### src/rtl/tdm_mux_4x1_if.sv
// Bus interface for tdm_mux_4x1: parallel channel inputs, start/ready handshake,
// serialized word with channel tag, and status. The y_par signal exists only when
// TDM_PARITY_EN is defined.
interface tdm_mux_4x1_if #(
    parameter int unsigned W = 1
);
    logic [W-1:0] x0;
    logic [W-1:0] x1;
    logic [W-1:0] x2;
    logic [W-1:0] x3;
    logic         start;
    logic         ready;
    logic [W-1:0] y;
    logic         s1;
    logic         s0;
    logic         out_valid;
    logic         frame_start;
    logic         overrun;
    logic         clr_ovr;
`ifdef TDM_PARITY_EN
    logic         y_par;

    modport master (
        output x0, x1, x2, x3, start, clr_ovr,
        input  ready, y, s1, s0, out_valid, frame_start, overrun, y_par
    );
    modport slave (
        input  x0, x1, x2, x3, start, clr_ovr,
        output ready, y, s1, s0, out_valid, frame_start, overrun, y_par
    );
`else
    modport master (
        output x0, x1, x2, x3, start, clr_ovr,
        input  ready, y, s1, s0, out_valid, frame_start, overrun
    );
    modport slave (
        input  x0, x1, x2, x3, start, clr_ovr,
        output ready, y, s1, s0, out_valid, frame_start, overrun
    );
`endif
endinterface

### src/rtl/tdm_mux_4x1.sv
// Time-division 4:1 multiplexer. Captures x0..x3 on an accepted start and sends them
// one per clock on y with a 2-bit channel tag {s1,s0}. Optional parity output y_par
// is enabled by defining TDM_PARITY_EN.
module tdm_mux_4x1 #(
    parameter int unsigned W = 1
) (
    input logic          clk,
    input logic          rst_n,
    tdm_mux_4x1_if.slave bus
);

    typedef enum logic {StIdle, StSend} state_e;

    state_e       state_q, state_d;
    logic [1:0]   ch_q, ch_d;
    logic [W-1:0] cap_q [4];

    logic         ready;
    logic         accept;
    logic         drop;
    logic [W-1:0] word_next;

    logic [W-1:0] y_d, y_q;
    logic [1:0]   tag_d, tag_q;
    logic         valid_d, valid_q;
    logic         fs_d, fs_q;
    logic         ovr_d, ovr_q;
    logic         par_d, par_q;

    // Ready is the only combinational output: idle, or on the last word of a frame.
    assign ready  = (state_q == StIdle) | ((state_q == StSend) & (ch_q == 2'd3));
    assign accept = bus.start & ready;
    assign drop   = bus.start & ~ready;

    // State register plus capture registers.
    always_ff @(posedge clk or negedge rst_n) begin
        if (!rst_n) begin
            state_q <= StIdle;
            ch_q    <= 2'd0;
            for (int i = 0; i < 4; i++) cap_q[i] <= '0;
        end else begin
            state_q <= state_d;
            ch_q    <= ch_d;
            if (accept) begin
                cap_q[0] <= bus.x0;
                cap_q[1] <= bus.x1;
                cap_q[2] <= bus.x2;
                cap_q[3] <= bus.x3;
            end
        end
    end

    // Next-state: walk ch 0..3, re-enter ch 0 directly on a back-to-back accept.
    always_comb begin
        state_d = state_q;
        ch_d    = ch_q;
        unique case (state_q)
            StIdle: begin
                ch_d = 2'd0;
                if (accept) state_d = StSend;
            end
            StSend: begin
                if (ch_q == 2'd3) begin
                    state_d = accept ? StSend : StIdle;
                    ch_d    = 2'd0;
                end else begin
                    ch_d = ch_q + 2'd1;
                end
            end
            default: begin
                state_d = StIdle;
                ch_d    = 2'd0;
            end
        endcase
    end

    // Output next-values: the word shown next cycle comes straight from x0 on an
    // accept edge, since the capture registers load on that same edge.
    always_comb begin
        word_next = accept ? bus.x0 : cap_q[ch_d];
        valid_d   = (state_d == StSend);
        y_d       = valid_d ? word_next : '0;
        tag_d     = valid_d ? ch_d : 2'd0;
        fs_d      = valid_d & (ch_d == 2'd0);
        par_d     = valid_d & (^word_next);
        // A new drop wins over a simultaneous clear.
        ovr_d     = drop | (ovr_q & ~bus.clr_ovr);
    end

    // Registered outputs; reset clears them asynchronously.
    always_ff @(posedge clk or negedge rst_n) begin
        if (!rst_n) begin
            y_q     <= '0;
            tag_q   <= 2'd0;
            valid_q <= 1'b0;
            fs_q    <= 1'b0;
            ovr_q   <= 1'b0;
            par_q   <= 1'b0;
        end else begin
            y_q     <= y_d;
            tag_q   <= tag_d;
            valid_q <= valid_d;
            fs_q    <= fs_d;
            ovr_q   <= ovr_d;
            par_q   <= par_d;
        end
    end

    assign bus.ready       = ready;
    assign bus.y           = y_q;
    assign bus.s1          = tag_q[1];
    assign bus.s0          = tag_q[0];
    assign bus.out_valid   = valid_q;
    assign bus.frame_start = fs_q;
    assign bus.overrun     = ovr_q;
`ifdef TDM_PARITY_EN
    assign bus.y_par       = par_q;
`else
    logic unused_par;
    assign unused_par = par_q;
`endif

endmodule

### src/flat_wrapper.sv
// flat-port wrapper written by rule: the top's interface ports become plain ports
module tdm_mux_4x1_flat 
#(
    parameter int unsigned W = 1
)
  (clk, rst_n, bus_x0, bus_x1, bus_x2, bus_x3, bus_start, bus_clr_ovr, bus_ready, bus_y, bus_s1, bus_s0, bus_out_valid, bus_frame_start, bus_overrun);
  tdm_mux_4x1_if #(.W(W)) bus_i ();
  input logic clk;
  input logic rst_n;
  input wire logic [$bits(bus_i.x0)-1:0] bus_x0;
  input wire logic [$bits(bus_i.x1)-1:0] bus_x1;
  input wire logic [$bits(bus_i.x2)-1:0] bus_x2;
  input wire logic [$bits(bus_i.x3)-1:0] bus_x3;
  input wire logic [$bits(bus_i.start)-1:0] bus_start;
  input wire logic [$bits(bus_i.clr_ovr)-1:0] bus_clr_ovr;
  output wire logic [$bits(bus_i.ready)-1:0] bus_ready;
  output wire logic [$bits(bus_i.y)-1:0] bus_y;
  output wire logic [$bits(bus_i.s1)-1:0] bus_s1;
  output wire logic [$bits(bus_i.s0)-1:0] bus_s0;
  output wire logic [$bits(bus_i.out_valid)-1:0] bus_out_valid;
  output wire logic [$bits(bus_i.frame_start)-1:0] bus_frame_start;
  output wire logic [$bits(bus_i.overrun)-1:0] bus_overrun;
  assign bus_i.x0 = bus_x0;
  assign bus_i.x1 = bus_x1;
  assign bus_i.x2 = bus_x2;
  assign bus_i.x3 = bus_x3;
  assign bus_i.start = bus_start;
  assign bus_i.clr_ovr = bus_clr_ovr;
  assign bus_ready = bus_i.ready;
  assign bus_y = bus_i.y;
  assign bus_s1 = bus_i.s1;
  assign bus_s0 = bus_i.s0;
  assign bus_out_valid = bus_i.out_valid;
  assign bus_frame_start = bus_i.frame_start;
  assign bus_overrun = bus_i.overrun;
  tdm_mux_4x1 #(.W(W)) u_core (.clk(clk), .rst_n(rst_n), .bus(bus_i));
endmodule
### config.mk
export PLATFORM = sky130hd
export DESIGN_NAME = tdm_mux_4x1_flat
export DESIGN_NICKNAME = d
export VERILOG_FILES = /design/src/rtl/tdm_mux_4x1_if.sv /design/src/rtl/tdm_mux_4x1.sv /design/src/flat_wrapper.sv
export SDC_FILE = /design/constraint.sdc
export NUM_CORES = 1
export LEC_CHECK = 0
export BUFFER_PORTS_ARGS = -buffer_cell sky130_fd_sc_hd__buf_2
export CORE_AREA = 2 2 39 41
export DETAILED_ROUTE_END_ITERATION = 6
export DIE_AREA = 0 0 41 43
export SYNTH_ARGS = -nofsm -noshare
export SYNTH_HDL_FRONTEND = slang
export SYNTH_SLANG_ARGS = --single-unit
### constraint.sdc
create_clock -name clk -period 1.4 [get_ports clk]
set_input_delay 0.07 -clock clk [delete_from_list [all_inputs] [get_ports clk]]
set_output_delay 0.07 -clock clk [all_outputs]
set_load 0.05 [all_outputs]
==> impl_metrics.py, run 1 <==
metrics = {
    "sta": {
        "finalClockSkew_ps": 4.91,
        "timing.final.crit_share": 0.961,
        "finalCriticalPeriod_ps": 1350,
        "max_freq_mhz": 743,
        "slew_headroom": 0.824,
        "tightest_slew_ps": 264,
        "finalSetupViolCount": 0,
        "whs_ps": 33.1,
        "timing.final.ws_setup_ps": 54.6,
        "final_hold_viol_count": 0,
        "timing.final.max_slew_violations": 0,
    },
    "synthesis": {
        "yosys.area.top_type": "dfrtp_1",
        "yosysSeqAreaShare": 0.612,
        "synthSimpleGateAreaFrac": 0.143,
        "synth_fp_nets": 47,
        "synth_xor_area_frac": 0,
        "synthAdderAreaFrac": 0.0255,
        "synth_top_family_by_area": "simple AND/OR/NAND/NOR gates",
        "synth-warning-count": 0,
        "synth-seq-cells": 12,
        "ys_types": 17,
        "syn_area_um2": 490,
        "synth_cells": 38,
        "synth_compound_area_frac": 0.0969,
        "synthMuxAreaShare": 0.0918,
        "synth_area_leaders": "dfrtp_1 61%, mux2_4 9.2%, nor2b_1 3.8%, o31ai_1 3.1%, nor2b_4 2.8%",
        "synth_top_area_share": 0.612,
        "syn_avg_cell_area_um2": 12.9,
    },
    "worst_setup_path": {
        "crit_path_end_kind": "output pin",
        "start_kind": "flop",
        "crit_type": "reg -> out",
        "path_max_fanout": 3,
        "timing.reg2reg.setup_slack_ps": 110,
        "arrival_ps": 1280,
        "reg2regPathDepth": 5,
        "required_ps": 1330,
        "timing.rr.end": "u_core.cap_q[1]",
        "r2r-start": "u_core.ch_q[0]",
    },
    "cts": {
        "cts_inserted_buffers": 3,
        "clk-insertion-delay-late_ps": 270,
        "cts_sinks": 12,
        "cts_tree": "done",
        "cts_root_buf": "clkbuf_4",
        "clk_pin_slew_ps": 80,
        "cts_htree_levels": 1,
        "clockBufferDepth": 2,
    },
    "cells_and_area": {
        "finalNetCount": 71,
        "utilization": 0.483,
        "design_area_um2": 668,
        "diodes": 0,
        "num-fill-cells": 143,
        "syn2layout_area_growth_pct": 36.2,
        "drive_above_1_share": 0.475,
        "layout.area.seq_um2": 302,
        "multiInputGateArea_um2": 178,
    },
    "global_routing": {
        "grt_pass1_wl_mm": 1.47,
        "grt_pass1_vias": 362,
        "grt_use_total": 0.128,
        "grt-ovfl-total": 0,
        "antenna_found_initial": 0,
        "grt_max_degree": 13,
    },
    "detailed_routing": {
        "ant_nets": 0,
        "drt_iter0_markers": 3,
        "via_per_inst": 4.40,
        "routed_wl_um": 840,
        "wl_per_cell_um": 10.9,
        "dr.pass1.iters": 4,
        "drc_errors": 0,
        "route.vias.total": 339,
    },
    "die": {
        "rows": 14,
        "die_h_um": 43,
        "ios": 15,
        "core-area_um2": 1380,
        "start_util": 0.354,
        "chipWidth_um": 41,
        "die_area_um2": 1760,
    },
    "worst_hold_path": {
        "hp-class": "in -> reg",
        "min_to": "u_core.cap_q[0]",
        "hold_path.startpoint": "bus_x3",
        "min_delay_path_depth": 2,
    },
    "place": {
        "post_dp_cell_area_um2": 597,
        "place_congestion": 0.683,
        "post-dp-hpwl_um": 639,
        "dp_slack_ps": 109,
        "io_buffers": 14,
    },
    "run_status": {
        "outcome": "complete, no violations",
    },
    "run": {
        "drv_cap": 0,
    },
}
## cell families (layout without fill, tap and decap cells)
kind of cell             after synthesis  after routing
flip-flops                            12             12
AND/OR/NAND/NOR                       11             11
AO/OA/AOI/OAI                          7              7
buffers and inverters                  4             27
multiplexers                           3              3
adder cells (fa/ha/maj)                1              1
## how the worst max path moves through the flow
stage | startpoint | end | slack (ps) | cells past startpoint
after floorplan | u_core.state_q | u_core.cap_q[0] | 0.8 | 4
after global placement | u_core.ch_q[0] | u_core.cap_q[0] | 120 | 5
after detailed placement | u_core.ch_q[0] | u_core.cap_q[0] | 110 | 5
after CTS | u_core.ch_q[0] | bus_ready | 30 | 4
after global routing | u_core.ch_q[0] | bus_ready | -6 | 4
final | u_core.ch_q[0] | bus_ready | 50 | 4
## worst max-delay path, cell delays in order (launching register included)
cell and delay (ps):
dfrtp_1 390, ha_2 200, nor2b_4 170, inv_6 50, buf_2 210
## per-layer routing
layer  wire length [um]  vias up  GRT usage
met4                 13        0      0.120
met1                375      153      0.151
met3                 70        2     0.0314
met5                  0        -          0
li1                   -      171          -
met2                379       13      0.178
## layout make-up
type | instances | area share
clock buffers | 4 | 0.0543
inverters | 4 | 0.0300
multi-input cells | 22 | 0.266
flip-flops and latches | 12 | 0.451
well taps | 16 | 0.0300
repair buffers | 19 | 0.169
## state kept, by name, indices dropped and copies added, names as in the netlist
signal,count
u_core.ch_q,2
u_core.cap_q,4
u_core.bus.overrun,1
u_core.tag_q,2
u_core.bus.y,1
u_core.bus.frame_start,1
u_core.state_q,1
## synth_stat cells
master / number
inv_2: 1
a21oi_1: 2
nor2b_4: 1
nand2_1: 2
dfrtp_1: 12
o21ai_0: 1
inv_1: 3
nand2b_1: 1
nand3_1: 1
a211oi_1: 1
o31ai_1: 2
nor2b_1: 3
mux2_4: 3
nand2_4: 1
nor2_1: 2
a21bo_1: 1
ha_1: 1
## placed cells by master (no fill, tap or decap), drive strengths merged
| master | netlist | routed |
|---|---|---|
| o21ai | 1 | 1 |
| nand2 | 3 | 3 |
| nand2b | 1 | 1 |
| dfrtp | 12 | 12 |
| clkbuf | 0 | 4 |
| a21bo | 1 | 1 |
| a211oi | 1 | 1 |
| nor2b | 4 | 4 |
| dlygate4sd3 | 0 | 2 |
| nor2 | 2 | 2 |
| inv | 4 | 4 |
| mux2 | 3 | 3 |
| ha | 1 | 1 |
| buf | 0 | 17 |
| a21oi | 2 | 2 |
| o31ai | 2 | 2 |
| nand3 | 1 | 1 |
## repair_timing
action                                 in CTS  in global routing
hold buffers                                2                  0
gates resized for setup                     0                  0
endpoints found under the hold margin      13                  0
setup endpoints to repair                   0                  1
setup buffers                               0                  2
## metrics by stage
step | instances | setup TNS [ps]
final | 77 | 0
after global routing | 77 | -5.85
after CTS | 75 | 0
after detailed placement | 69 | 0
after global placement | 69 | 0
after floorplan | 38 | 0
Power of run 1 is left out: the tool's default activity adds up to more than one toggle a clock period on the data nets, which glitch-free logic cannot reach.
==> run 2, diff against run 1 <==
Settings changed: BUFFER_PORTS_ARGS -buffer_cell sky130_fd_sc_hd__buf_2 to not set, DONT_BUFFER_PORTS set to 1.
==> run 2 against run 1 <==
Against the previous run: clock-buffer cell count unchanged; core utilization is 0.54 points lower; clock skew decreased by 3.6 ps; final area decreased by 1.1%; global-route usage down 0.13 points; hold slack got worse by 12 ps; critical endpoint unchanged; sequential share of layout area increased by 0.51 points; first-iteration DRC count fell by 33%; wire length increased by 1.5%; critical path type unchanged; die area did not move.
==> impl_metrics.py, run 2 (synthesis gave the netlist of run 1 again) <==
metrics = {
    "worst_setup_path": {
        "crit_path_end_kind": "output pin",
        "crit_type": "reg -> out",
        "path_max_fanout": 4,
        "arrival_ps": 1270,
        "start_kind": "flop",
        "required_ps": 1330,
    },
    "place": {
        "io_buffers": 0,
        "dp_slack_ps": 81.8,
        "post_dp_cell_area_um2": 549,
        "dp.cells": 58,
        "post-dp-hpwl_um": 640,
        "place_congestion": 0.707,
    },
    "run_status": {
        "outcome": "complete, no violations",
    },
    "cts": {
        "cts_root_buf": "clkbuf_4",
        "clockBufferDepth": 2,
        "clk-insertion-delay-late_ps": 260,
        "cts_resized": 0,
        "cts_tree": "done",
        "cts_inserted_buffers": 3,
        "cts_htree_levels": 1,
        "clk_pin_slew_ps": 70,
        "cts_sinks": 12,
    },
    "cells_and_area": {
        "diodes": 0,
        "layout.area.seq_um2": 302,
        "largestRegisters": "u_core.cap_q (4), u_core.ch_q (2), u_core.tag_q (2)",
        "syn2layout_area_growth_pct": 34.7,
        "drive_above_1_share": 0.309,
        "final_cell_mix": "11 x dfrtp_1, 7 x dlygate4sd3_1, 6 x buf_4",
        "finalNetCount": 65,
        "multiInputGateArea_um2": 178,
        "largest_register": "u_core.cap_q",
        "final_common_cell": "dfrtp_1",
        "largest_register_ffs": 4,
        "design_area_um2": 661,
        "final_cells": 71,
        "utilization": 0.477,
        "num-fill-cells": 125,
    },
    "detailed_routing": {
        "routed_wl_um": 853,
        "drt_iter0_markers": 2,
        "wl_per_cell_um": 12.0,
        "route.vias.total": 329,
        "dr.pass1.iters": 3,
        "via_per_inst": 4.63,
        "drc_errors": 0,
        "ant_nets": 0,
    },
    "die": {
        "die_area_um2": 1760,
        "die_h_um": 43,
        "chipWidth_um": 41,
        "rows": 14,
        "start_util": 0.354,
        "ios": 15,
        "core-area_um2": 1380,
    },
    "sta": {
        "tightest_slew_ps": 539,
        "max_freq_mhz": 746,
        "finalSetupViolCount": 0,
        "whs_ps": 21.0,
        "final_hold_viol_count": 0,
        "finalClockSkew_ps": 1.33,
        "slew_headroom": 0.639,
        "tns_ps": 0,
        "finalCriticalPeriod_ps": 1340,
        "rsz0062_at_grt": "no",
        "timing.final.crit_share": 0.957,
        "timing.final.max_slew_violations": 0,
        "timing.final.ws_setup_ps": 59.9,
    },
    "global_routing": {
        "grt_max_degree": 13,
        "grt_use_total": 0.127,
        "grt_pass1_wl_mm": 1.46,
        "grt-ovfl-total": 0,
        "antenna_found_initial": 0,
        "grt_pass1_vias": 360,
    },
    "pwr": {
        "ir_worst_vdd_mv": 1.21,
        "p_per_area_nw_per_um2": 2780,
        "power_mw": 1.84,
        "p_leak_nw": 0.326,
    },
    "run": {
        "drv_cap": 0,
    },
    "worst_hold_path": {
        "hp-class": "in -> reg",
    },
}
run 2: changes by cell type in the layout (fill, tap and decap cells not counted):
| cell | previous run | this run |
|---|---|---|
| buf_4 | 3 | 6 |
| buf_2 | 14 | 0 |
| clkbuf_8 | 1 | 0 |
| dlygate4sd3_1 | 2 | 7 |
| clkbuf_1 | 0 | 1 |
run 2: what timing repair did:
item                                    in CTS  in global routing
endpoints found under the setup margin       0                  1
hold buffers                                 7                  0
hold endpoints to repair                    20                  0
buffers inserted                             0                  2
run 2: worst max-delay path, stage by stage, from the launching register on:
cell and delay, ps:
dfrtp_1 390, ha_2 200, nor2b_4 180, inv_6 50, buf_4 180
run 2: final timing paths:
check                           startpoint                      to  slack (ps)  cells past startpoint
max                         u_core.ch_q[0]               bus_ready          60                      4
min                              bus_start         u_core.cap_q[3]          20                      2
max reg2reg                 u_core.ch_q[0]         u_core.cap_q[0]          80                      5
min reg2reg                u_core.cap_q[3]         u_core.cap_q[3]         490                      1
max in group asynchronous            rst_n          u_core.state_q         790                      1
min in group asynchronous            rst_n  u_core.bus.frame_start         220                      1
run 2: layout make-up:
| class | instances | share of cell area |
|---|---|---|
| clock buffers | 4 | 0.0398 |
| inverters | 4 | 0.0303 |
| multi-input cells | 22 | 0.269 |
| flip-flops and latches | 12 | 0.456 |
| well taps | 16 | 0.0303 |
| repair buffers | 13 | 0.174 |
run 2: report_power, final:
group | internal, mW | leakage [nW] | switching [mW]
combinational | 0.383 | 0.169 | 0.433
sequential | 0.518 | 0.142 | 0.288
clock | 0.110 | 0.0150 | 0.105
total | 1.01 | 0.326 | 0.826
run 2: routing by layer:
metal	up-vias	track usage	wire [um]
met3	0	0.0471	56
met1	155	0.147	376
met4	0	0.0800	0
li1	161	-	-
met5	-	0	0
met2	13	0.188	419
(Power assumes the default switching activity.)
==> run 3, diff against run 2 <==
Settings changed: ABC_AREA set to 1.
==> run 3 against run 2 <==
Against the previous run: synthesized cell count grew 32%; setup slack better by 56 ps; core utilization decreased by 1.4 points; global-route usage up 1.2 points; final area fell by 2.8%.
==> impl_metrics.py, run 3 <==
metrics = {
    "detailed_routing": {
        "wl_per_cell_um": 10.3,
        "dr.pass1.iters": 4,
        "via_per_inst": 4.51,
        "routed_wl_um": 826,
        "ant_nets": 0,
        "drc_errors": 0,
        "drt_iter0_markers": 14,
        "route.vias.total": 361,
    },
    "cts": {
        "clk_pin_slew_ps": 80,
        "cts_tree": "done",
        "post_cts_buffers": 0,
        "cts_htree_levels": 1,
        "clk-insertion-delay-late_ps": 280,
        "clockBufferDepth": 2,
        "cts_sinks": 12,
        "cts_root_buf": "clkbuf_4",
        "cts_inserted_buffers": 3,
    },
    "synthesis": {
        "yosysSeqAreaShare": 0.611,
        "yosys.area.top_type": "dfrtp_1",
        "synth_top_area_share": 0.611,
        "async_reset_ff_frac": 1.00,
        "synth-warning-count": 0,
        "syn_avg_cell_area_um2": 9.83,
        "synthTopCellsByCount": "15 x nand2_1, 12 x dfrtp_1, 6 x inv_1",
        "synth-seq-cells": 12,
        "synth_fp_nets": 59,
        "synth_enable_flop_cells": 0,
        "syn_area_um2": 492,
        "synth_ff_type": "dfrtp_1",
        "synth_most_common_cell": "nand2_1",
        "synth_area_leaders": "dfrtp_1 61%, nand2_1 11%, inv_1 4.6%, nand3_1 4.1%, nand2_2 3.8%",
        "ys_types": 13,
        "synth_cells": 50,
    },
    "worst_setup_path": {
        "timing.rr.end": "u_core.bus.y",
        "required_ps": 1330,
        "arrival_ps": 1210,
        "crit_type": "reg -> out",
        "reg2regPathDepth": 6,
        "timing.reg2reg.setup_slack_ps": 230,
        "start_kind": "flop",
        "crit_path_end_kind": "output pin",
        "path_max_fanout": 4,
        "r2r-start": "u_core.ch_q[0]",
    },
    "global_routing": {
        "grt_pass1_wl_mm": 1.53,
        "grt_max_degree": 13,
        "grt_pass1_vias": 366,
        "grt-busiest-layer": "met2",
        "grt_use_total": 0.139,
        "gr-usage-met3": 0.0942,
        "grt-ovfl-total": 0,
        "gr-usage-met2": 0.178,
        "met1_usage": 0.167,
        "antenna_found_initial": 0,
    },
    "cells_and_area": {
        "drive_above_1_share": 0.281,
        "largest_register_ffs": 4,
        "utilization": 0.464,
        "final_cells": 80,
        "final_common_cell": "nand2_1",
        "largest_register": "u_core.cap_q",
        "largestRegisters": "u_core.cap_q (4), u_core.ch_q (2), u_core.tag_q (2)",
        "final_cell_mix": "15 x nand2_1, 11 x dfrtp_1, 7 x dlygate4sd3_1",
        "diodes": 0,
        "design_area_um2": 642,
        "finalNetCount": 74,
        "syn2layout_area_growth_pct": 30.5,
    },
    "sta": {
        "tightest_slew_ps": 533,
        "whs_ps": 200,
        "finalSetupViolCount": 0,
        "timing.final.max_slew_violations": 0,
        "slew_headroom": 0.643,
        "max_freq_mhz": 779,
        "finalClockSkew_ps": 5.25,
        "timing.final.ws_setup_ps": 116,
        "rsz0062_at_grt": "no",
        "tns_ps": 0,
        "final_hold_viol_count": 0,
        "timing.final.crit_share": 0.917,
        "finalCriticalPeriod_ps": 1280,
    },
    "die": {
        "die_h_um": 43,
        "core-area_um2": 1380,
        "ios": 15,
        "rows": 14,
        "start_util": 0.355,
        "die_area_um2": 1760,
        "chipWidth_um": 41,
    },
    "pwr": {
        "p_per_area_nw_per_um2": 2790,
        "ir_worst_vdd_mv": 1.13,
        "p_leak_nw": 0.344,
        "power_mw": 1.79,
    },
    "place": {
        "io_buffers": 0,
        "post_dp_cell_area_um2": 536,
        "place_congestion": 0.702,
        "dp_slack_ps": 225,
        "post-dp-hpwl_um": 558,
        "dp.cells": 69,
    },
    "run_status": {
        "outcome": "complete, no violations",
    },
    "run": {
        "drv_cap": 0,
    },
    "worst_hold_path": {
        "hp-class": "in -> async",
    },
}
## run 3: logic make-up after synthesis
| kind of cell | after synthesis | share of synthesized area |
|---|---|---|
| DFF | 12 | 0.611 |
| AOI/OAI and AO/OA | 2 | 0.0305 |
| adders and majority gates | 1 | 0.0254 |
| buffers and inverters | 9 | 0.0687 |
| and+or+nand+nor | 26 | 0.265 |
## run 3: what timing repair did
| item | CTS | global route |
|---|---|---|
| resized for setup | 0 | 0 |
| endpoints found under the hold margin | 19 | 0 |
| hold buffers | 7 | 0 |
## run 3: area by class of cell
| class | instances | area, um2 |
|---|---|---|
| fill | 133 | 742 |
| sequential | 12 | 302 |
| multi-input combinational | 29 | 158 |
| timing repair buffer | 10 | 92.6 |
| clock buffer | 4 | 36.3 |
| inverter | 9 | 33.8 |
| tap | 16 | 20.0 |
## run 3: how the worst max path moves through the flow
stage | end | slack, ps | start
2_1_floorplan | u_core.bus.y | 120 | u_core.state_q
3_3_place_gp | u_core.bus.y | 240 | u_core.ch_q[0]
3_5_place_dp | u_core.bus.y | 220 | u_core.ch_q[0]
4_1_cts | bus_ready | 100 | u_core.ch_q[0]
5_1_grt | bus_ready | 60 | u_core.ch_q[0]
6_report | bus_ready | 120 | u_core.ch_q[0]
## run 3: power by group
group | internal [mW] | leakage [nW] | switching (mW) | total, mW
clock network | 0.158 | 0.0210 | 0.122 | 0.281
logic | 0.257 | 0.179 | 0.463 | 0.720
registers | 0.512 | 0.144 | 0.278 | 0.791
## run 3: worst max-delay path: stages, from the launching register on
cell and delay (ps):
dfrtp_1 400, ha_1 200, inv_1 60, nand2_2 80, buf_4 200
## run 3: per-layer routing
layer	up-vias	wire (um)
li1	183	-
met2	16	385
met4	0	12
met3	2	75
met5	-	0
met1	160	353
